--- config.mk ---
export PLATFORM = sky130hd
export DESIGN_NAME = nq_pipe_chain
export DESIGN_NICKNAME = d
export VERILOG_FILES = /design/src/rtl/nq_pipe_chain_pkg.sv /design/src/rtl/nq_pipe_slot.sv /design/src/rtl/nq_pipe_chain.sv
export SDC_FILE = /design/constraint.sdc
export NUM_CORES = 1
export LEC_CHECK = 0
export CORE_MARGIN = 2
export CORE_UTILIZATION = 45
export CTS_CLUSTER_DIAMETER = 100
export DETAILED_ROUTE_END_ITERATION = 8
export HOLD_SLACK_MARGIN = 0.05
export PLACE_DENSITY = 0.77
export SLEW_MARGIN = 25
export SYNTH_ARGS = -nofsm -noshare
export SYNTH_HDL_FRONTEND = slang
export SYNTH_HIERARCHICAL = 1
export SYNTH_SLANG_ARGS = --single-unit
--- constraint.sdc ---
create_clock -name clk -period 2.2 [get_ports clk]
set_input_delay 0.55 -clock clk [delete_from_list [all_inputs] [get_ports clk]]
set_output_delay 0.55 -clock clk [all_outputs]
set_load 0.01 [all_outputs]
--- src/rtl/nq_pipe_chain_pkg.sv ---
// nq_pipe_chain_pkg
// Shared definitions for the NanoQuarter decode->execute pipeline chain.
// Holds the default payload width, the helper that sizes the occupancy
// counter, and the layout of the decoded-instruction bundle so that the
// decode stage (producer) and execute/memory stages (consumers) pack and
// unpack the opaque payload identically.
package nq_pipe_chain_pkg;

    localparam int NQ_PAYLOAD_W = 64;

    // Bit offsets of the decoded bundle, LSB first.
    localparam int NQ_F_REGWRITE = 0;
    localparam int NQ_F_MEMWRITE = 1;
    localparam int NQ_F_MEMREAD  = 2;
    localparam int NQ_F_BNE      = 3;
    localparam int NQ_F_JMP      = 4;
    localparam int NQ_F_REG2DATA = 5;   // 8 bits
    localparam int NQ_F_REG1DATA = 13;  // 8 bits
    localparam int NQ_F_BOFF     = 21;  // 8 bits
    localparam int NQ_F_IDATA    = 29;  // 8 bits
    localparam int NQ_F_SHAMT    = 37;  // 3 bits
    localparam int NQ_F_FUNCT    = 40;  // 3 bits
    localparam int NQ_F_OP       = 43;  // 4 bits
    localparam int NQ_F_PC       = 47;  // 16 bits

    // Same layout as the offsets above; first member is the MSB.
    typedef struct packed {
        logic        spare;
        logic [15:0] pc;
        logic [3:0]  op;
        logic [2:0]  funct;
        logic [2:0]  shamt;
        logic [7:0]  idata;
        logic [7:0]  boff;
        logic [7:0]  reg1data;
        logic [7:0]  reg2data;
        logic        jmp;
        logic        bne;
        logic        memread;
        logic        memwrite;
        logic        regwrite;
    } nq_bundle_t;

    // Occupancy counts up to STAGES slots plus an optional skid entry.
    function automatic int nq_occ_width(input int stages);
        return $clog2(stages + 2);
    endfunction

endpackage

--- src/rtl/nq_pipe_slot.sv ---
// nq_pipe_slot
// One valid+data register of the pipeline chain (also used as the skid entry).
// Ports:
//   clk, rst        clock, asynchronous active-high reset (clears valid only)
//   load            take in_valid/in_data at the next edge
//   flush           clear valid at the next edge (overrides load)
//   in_valid/in_data  upstream payload
//   valid_next      valid value that will be registered at the next edge
//   out_valid/out_data  held payload
module nq_pipe_slot
    import nq_pipe_chain_pkg::*;
#(
    parameter int DATA_W = NQ_PAYLOAD_W
) (
    input  logic              clk,
    input  logic              rst,
    input  logic              load,
    input  logic              flush,
    input  logic              in_valid,
    input  logic [DATA_W-1:0] in_data,
    output logic              valid_next,
    output logic              out_valid,
    output logic [DATA_W-1:0] out_data
);

    logic              valid_q;
    logic              valid_d;
    logic [DATA_W-1:0] data_q;
    logic [DATA_W-1:0] data_d;

    // Data only changes when a real payload is loaded, so a held payload
    // is guaranteed stable until it moves on.
    always_comb begin
        valid_d = valid_q;
        data_d  = data_q;
        if (load) begin
            valid_d = in_valid;
            if (in_valid) begin
                data_d = in_data;
            end
        end
        if (flush) begin
            valid_d = 1'b0;
        end
    end

    always_ff @(posedge clk or posedge rst) begin
        if (rst) begin
            valid_q <= 1'b0;
        end else begin
            valid_q <= valid_d;
        end
    end

    // Payload storage is intentionally not reset.
    always_ff @(posedge clk) begin
        data_q <= data_d;
    end

    assign valid_next = valid_d;
    assign out_valid  = valid_q;
    assign out_data   = data_q;

endmodule

--- src/rtl/nq_pipe_chain.sv ---
// nq_pipe_chain
// Parametrised valid/ready register chain carrying the decoded bundle from
// decode to execute/memory. STAGES slots with a combinational ready chain
// (bubbles collapse), synchronous flush, and an optional one-entry input skid
// buffer (SKID=1) so in_ready is driven from a flop.
// Ports:
//   clk, rst                 clock, asynchronous active-high reset
//   in_valid/in_ready/in_data    upstream handshake and payload
//   flush                    drop every held payload at the next edge
//   out_valid/out_ready/out_data downstream handshake and payload
//   occupancy                registered count of valid slots plus skid entry
// Optional macro NQ_PIPE_PERF_CNT_EN adds saturating 32-bit stall_cnt and
// bubble_cnt outputs; without it those ports and counters do not exist.
module nq_pipe_chain
    import nq_pipe_chain_pkg::*;
#(
    parameter int DATA_W = NQ_PAYLOAD_W,
    parameter int STAGES = 2,
    parameter int SKID   = 0
) (
    input  logic                              clk,
    input  logic                              rst,
    input  logic                              in_valid,
    output logic                              in_ready,
    input  logic [DATA_W-1:0]                 in_data,
    input  logic                              flush,
    output logic                              out_valid,
    input  logic                              out_ready,
    output logic [DATA_W-1:0]                 out_data,
    output logic [nq_occ_width(STAGES)-1:0]   occupancy
`ifdef NQ_PIPE_PERF_CNT_EN
    ,
    output logic [31:0]                       stall_cnt,
    output logic [31:0]                       bubble_cnt
`endif
);

    localparam int OCC_W = nq_occ_width(STAGES);

    logic [STAGES-1:0] slot_v;
    logic [STAGES-1:0] slot_v_next;
    logic [DATA_W-1:0] slot_d [STAGES];
    logic [STAGES:0]   adv;
    logic              accept;
    logic              src_valid;
    logic [DATA_W-1:0] src_data;
    logic              skid_v;
    logic              skid_v_next;
    logic              ready_en_q;
    logic              ready_en_d;
    logic [OCC_W-1:0]  occupancy_q;
    logic [OCC_W-1:0]  occupancy_d;

    // adv[k] means slot k loads this edge: it is empty or its successor loads.
    always_comb begin
        adv[STAGES] = out_ready;
        for (int k = STAGES - 1; k >= 0; k--) begin
            adv[k] = !slot_v[k] | adv[k+1];
        end
    end

    generate
        if (SKID != 0) begin : g_skid
            logic              skid_load;
            logic              skid_in_valid;
            logic [DATA_W-1:0] skid_d;

            // in_ready only looks at flops (plus the flush override); a payload
            // accepted while slot 0 stalls is parked in the skid entry.
            assign in_ready      = ready_en_q & !flush & !skid_v;
            assign accept        = in_valid & in_ready;
            assign skid_load     = !skid_v | adv[0];
            assign skid_in_valid = !skid_v & accept & !adv[0];
            assign src_valid     = skid_v | accept;
            assign src_data      = skid_v ? skid_d : in_data;

            nq_pipe_slot #(.DATA_W(DATA_W)) u_skid (
                .clk        (clk),
                .rst        (rst),
                .load       (skid_load),
                .flush      (flush),
                .in_valid   (skid_in_valid),
                .in_data    (in_data),
                .valid_next (skid_v_next),
                .out_valid  (skid_v),
                .out_data   (skid_d)
            );
        end else begin : g_no_skid
            assign in_ready    = ready_en_q & !flush & adv[0];
            assign accept      = in_valid & in_ready;
            assign src_valid   = accept;
            assign src_data    = in_data;
            assign skid_v      = 1'b0;
            assign skid_v_next = 1'b0;
        end
    endgenerate

    for (genvar k = 0; k < STAGES; k++) begin : g_slot
        logic              up_v;
        logic [DATA_W-1:0] up_d;

        if (k == 0) begin : g_head
            assign up_v = src_valid;
            assign up_d = src_data;
        end else begin : g_body
            assign up_v = slot_v[k-1];
            assign up_d = slot_d[k-1];
        end

        nq_pipe_slot #(.DATA_W(DATA_W)) u_slot (
            .clk        (clk),
            .rst        (rst),
            .load       (adv[k]),
            .flush      (flush),
            .in_valid   (up_v),
            .in_data    (up_d),
            .valid_next (slot_v_next[k]),
            .out_valid  (slot_v[k]),
            .out_data   (slot_d[k])
        );
    end

    // Occupancy reflects the state the slots will hold after this edge.
    always_comb begin
        occupancy_d = '0;
        for (int k = 0; k < STAGES; k++) begin
            occupancy_d = occupancy_d + OCC_W'(slot_v_next[k]);
        end
        occupancy_d = occupancy_d + OCC_W'(skid_v_next);
    end

    // ready_en holds in_ready low until the first edge after reset release.
    assign ready_en_d = 1'b1;

    always_ff @(posedge clk or posedge rst) begin
        if (rst) begin
            ready_en_q  <= 1'b0;
            occupancy_q <= '0;
        end else begin
            ready_en_q  <= ready_en_d;
            occupancy_q <= occupancy_d;
        end
    end

    assign out_valid = slot_v[STAGES-1];
    assign out_data  = slot_d[STAGES-1];
    assign occupancy = occupancy_q;

`ifdef NQ_PIPE_PERF_CNT_EN
    logic [31:0] stall_cnt_q;
    logic [31:0] stall_cnt_d;
    logic [31:0] bubble_cnt_q;
    logic [31:0] bubble_cnt_d;

    // Saturating counters; flush deliberately has no effect on them.
    always_comb begin
        stall_cnt_d  = stall_cnt_q;
        bubble_cnt_d = bubble_cnt_q;
        if (out_valid && !out_ready && (stall_cnt_q != 32'hFFFF_FFFF)) begin
            stall_cnt_d = stall_cnt_q + 32'd1;
        end
        if (!out_valid && (occupancy_q != '0) && (bubble_cnt_q != 32'hFFFF_FFFF)) begin
            bubble_cnt_d = bubble_cnt_q + 32'd1;
        end
    end

    always_ff @(posedge clk or posedge rst) begin
        if (rst) begin
            stall_cnt_q  <= '0;
            bubble_cnt_q <= '0;
        end else begin
            stall_cnt_q  <= stall_cnt_d;
            bubble_cnt_q <= bubble_cnt_d;
        end
    end

    assign stall_cnt  = stall_cnt_q;
    assign bubble_cnt = bubble_cnt_q;
`endif

endmodule

==> reports/metrics.cfg <==
[detailed_routing]
postRouteWirelength_um = 7570
via_per_inst = 4.63
vias = 1993
route.antenna.remaining_nets = 0
drt_pass1_iterations = 4
drc_markers = 0
detailedRoute.firstIterationViolations = 103
routed_wire_length_per_instance_um = 17.6

[finish]
drive_gt1_share_pct = 11.5
design.final.nets = 379
area_growth_syn_to_layout_pct = 52.8
final_core_utilization_pct = 71.2
antennaDiodeCount = 0
final_cell_area_mm2 = 0.00624

[floorplan]
full_die_area_mm2 = 0.00986
initial_core_util_pct = 46.6
design.core.area_mm2 = 0.00876
fp-row-count = 34
num_io_pins = 137
die_h_um = 99.3
floorplan.die.width_um = 99.3

[pwr]
power_density_mw_per_mm2 = 929
worst_ir_drop_vdd_mv = 0.514
total_power_w = 0.00580
p_leak_nw = 2.19

[yosys]
number_of_enable_flip_flop_cells_after_synthesis = 128
post_synth_net_total = 218
register_bit_count_reported_by_yosys = 133
netlist.top_cell.by_area = edfxtp_1
synth_async_sr_flop_share_pct = 3.76
synth.cells.most_frequent = 128 x edfxtp_1, 5 x dfrtp_1, 3 x inv_1
synth.yosys.seq_area_share_pct = 97.2
synth.cell_area_mm2 = 0.00409
synth.area.top_cells = edfxtp_1 94%, dfrtp_1 3.1%, mux2i_1 0.49%, nand3b_4 0.49%, and2_2 0.37%
syn-instance-count = 148
most_used_flip_flop_cell_after_synthesis = edfxtp_1
post-synth-top-count-cell = edfxtp_1
synth.top_cell.area_share_pct = 94.1
postSynthAreaPerCell_um2 = 27.6
syn_warnings = 6
synthDistinctLibCells = 12

[grt]
residual_overflow_from_global_routing = 0
groute.usage.overall_pct = 15.8
global_route_wire_length_before_repair_um = 11200
grt_pass1_vias = 2083
grt_start_max_net_pins = 50
antenna_found_initial = 0

[clock_network]
cts_max_level = 4
cts_max_path_buffers = 2
cts.sinks = 133
clk_transition_reported_paths_ns = 0.06
tritoncts = yes
numCtsBuffers = 17
postCtsSetupBuffers = 0
clock_network_latency_to_the_later_pin_of_the_worst_skew_pair_ns = 0.51
cts-root-buf = clkbuf_8

[place]
detailed_place_hpwl_um = 5000
placement.io_buffers = 136
placedInstanceArea_mm2 = 0.00566
final_weighted_congestion_in_routability_driven_placement = 0.714

[job]
maxCapViolations = 0

[worst_setup_path]
critPathArrivalTime_ns = 1.58
timing.critical_path.required_ns = 1.65
critical_path.slowest_cell = clkdlybuf4s50_1
setup.worst_path.start_class = input port
timing.critical_path.slowest_cell_delay_ns = 0.49
critPathKind = input port to primary output
path_buf_inv = 2
crit_chain = clkdlybuf4s50_1, nand3b_4, and3b_1, clkdlybuf4s15_1
cp_top_family = buffers and inverters
timing.critical_path.fanout_max = 2
worstSetupEndpointType = primary output

[timing]
rsz0062_at_grt = no
shortest_clock_period_the_worst_path_allows_after_layout_ns = 2.13
timing_hold_violations_final = 0
setup_viol = 0
final-max-slew-violation-count = 0
final.period_utilization_pct = 96.7
fin_setup_tns_ns = 0
timing.clock.skew_ns = 0.00582
fmaxAchievable_mhz = 470
hold-worst-slack_ns = 0.241

[min_path]
hp_class = input port to asynchronous set/reset pin

[status]
run_status = finished, final reports clean

-- worst paths after layout --
path / slack, ns / cells past startpoint / end / startpoint
worst min-delay path: 0.24 / 2 / g_slot[1].u_slot/out_valid$_DFF_PP0_ / rst
min in group clk: 0.41 / 0 / g_slot[1].u_slot/out_data[55]$_DFFE_PP_ / g_slot[0].u_slot/out_data[55]$_DFFE_PP_
worst max-delay path: 0.07 / 4 / in_ready / out_ready
worst max register to register: 0.58 / 5 / g_slot[0].u_slot/out_data[55]$_DFFE_PP_ / g_slot[1].u_slot/out_valid$_DFF_PP0_
worst min register to register: 0.41 / 0 / g_slot[1].u_slot/out_data[55]$_DFFE_PP_ / g_slot[0].u_slot/out_data[55]$_DFFE_PP_
max in group asynchronous: 1.77 / 2 / occupancy[1]$_DFF_PP0_ / rst
-- per-layer routing --
layer  wire length, um  share of wire (%)  track usage [%]  vias up
li1                  -                  -                -      914
met3               852                 11             7.17       13
met1              3120                 41             19.1      951
met2              3500                 46             24.1      115
met4               100                1.3             8.22        0
met5                 0                  0                0        -
-- kinds of logic after synthesis --
logic type	Yosys count	share of synthesized area [%]
buffers and inverters	3	0.276
other	1	0.0918
muxes	2	0.490
and+or+nand+nor	8	1.68
DFF	133	97.2
adders and majority gates	1	0.306
-- sequential cells by signal, summed over array words and instances (netlist names) --
name and cells:
occupancy 2, ready_en_q 1, g_slot.u_slot/out_valid 2, g_slot.u_slot/out_data 128
-- metrics by stage --
| stage | instances | setup WS, ns |
|---|---|---|
| after CTS | 430 | 0.0287 |
| after global placement | 398 | -0.182 |
| after detailed placement | 398 | -0.224 |
| after global routing | 430 | 0.0278 |
| after floorplan | 148 | 0.0686 |
| final | 430 | 0.0737 |
-- layout by cell type (no fill, tap or decap), types with 2 or more instances in the layout --
cell type        count
buf_4                3
clkinvlp_4           3
clkinv_2             2
buf_12               3
inv_6                2
and2_2               2
mux2i_1              2
edfxtp_1           128
clkdlybuf4s50_1    135
dfrtp_1              5
nor2_1               2
clkbuf_1             3
inv_1                3
clkbuf_16           16
bufinv_16            3
-- power breakdown --
group	internal (W)	switching, W
registers	0.00283	0.0000155
logic	0.000149	0.0000724
clock network	0.00172	0.00100
-- final cells by class --
cell class              count  area [um2]
fillers                   553        2520
multi-input cells          12         105
well taps                 108         135
clock buffers              20         425
repair buffers            142        1440
inverters                   3        11.3
clock inverters            12         153
flip-flops and latches    133        3970
-- timing repair --
action	in CTS	in global routing
gates resized for setup	1	1
setup endpoints to repair	1	1
pin swaps	0	0
hold buffers	0	0
Note: power is estimated with default switching activity, not from simulation.
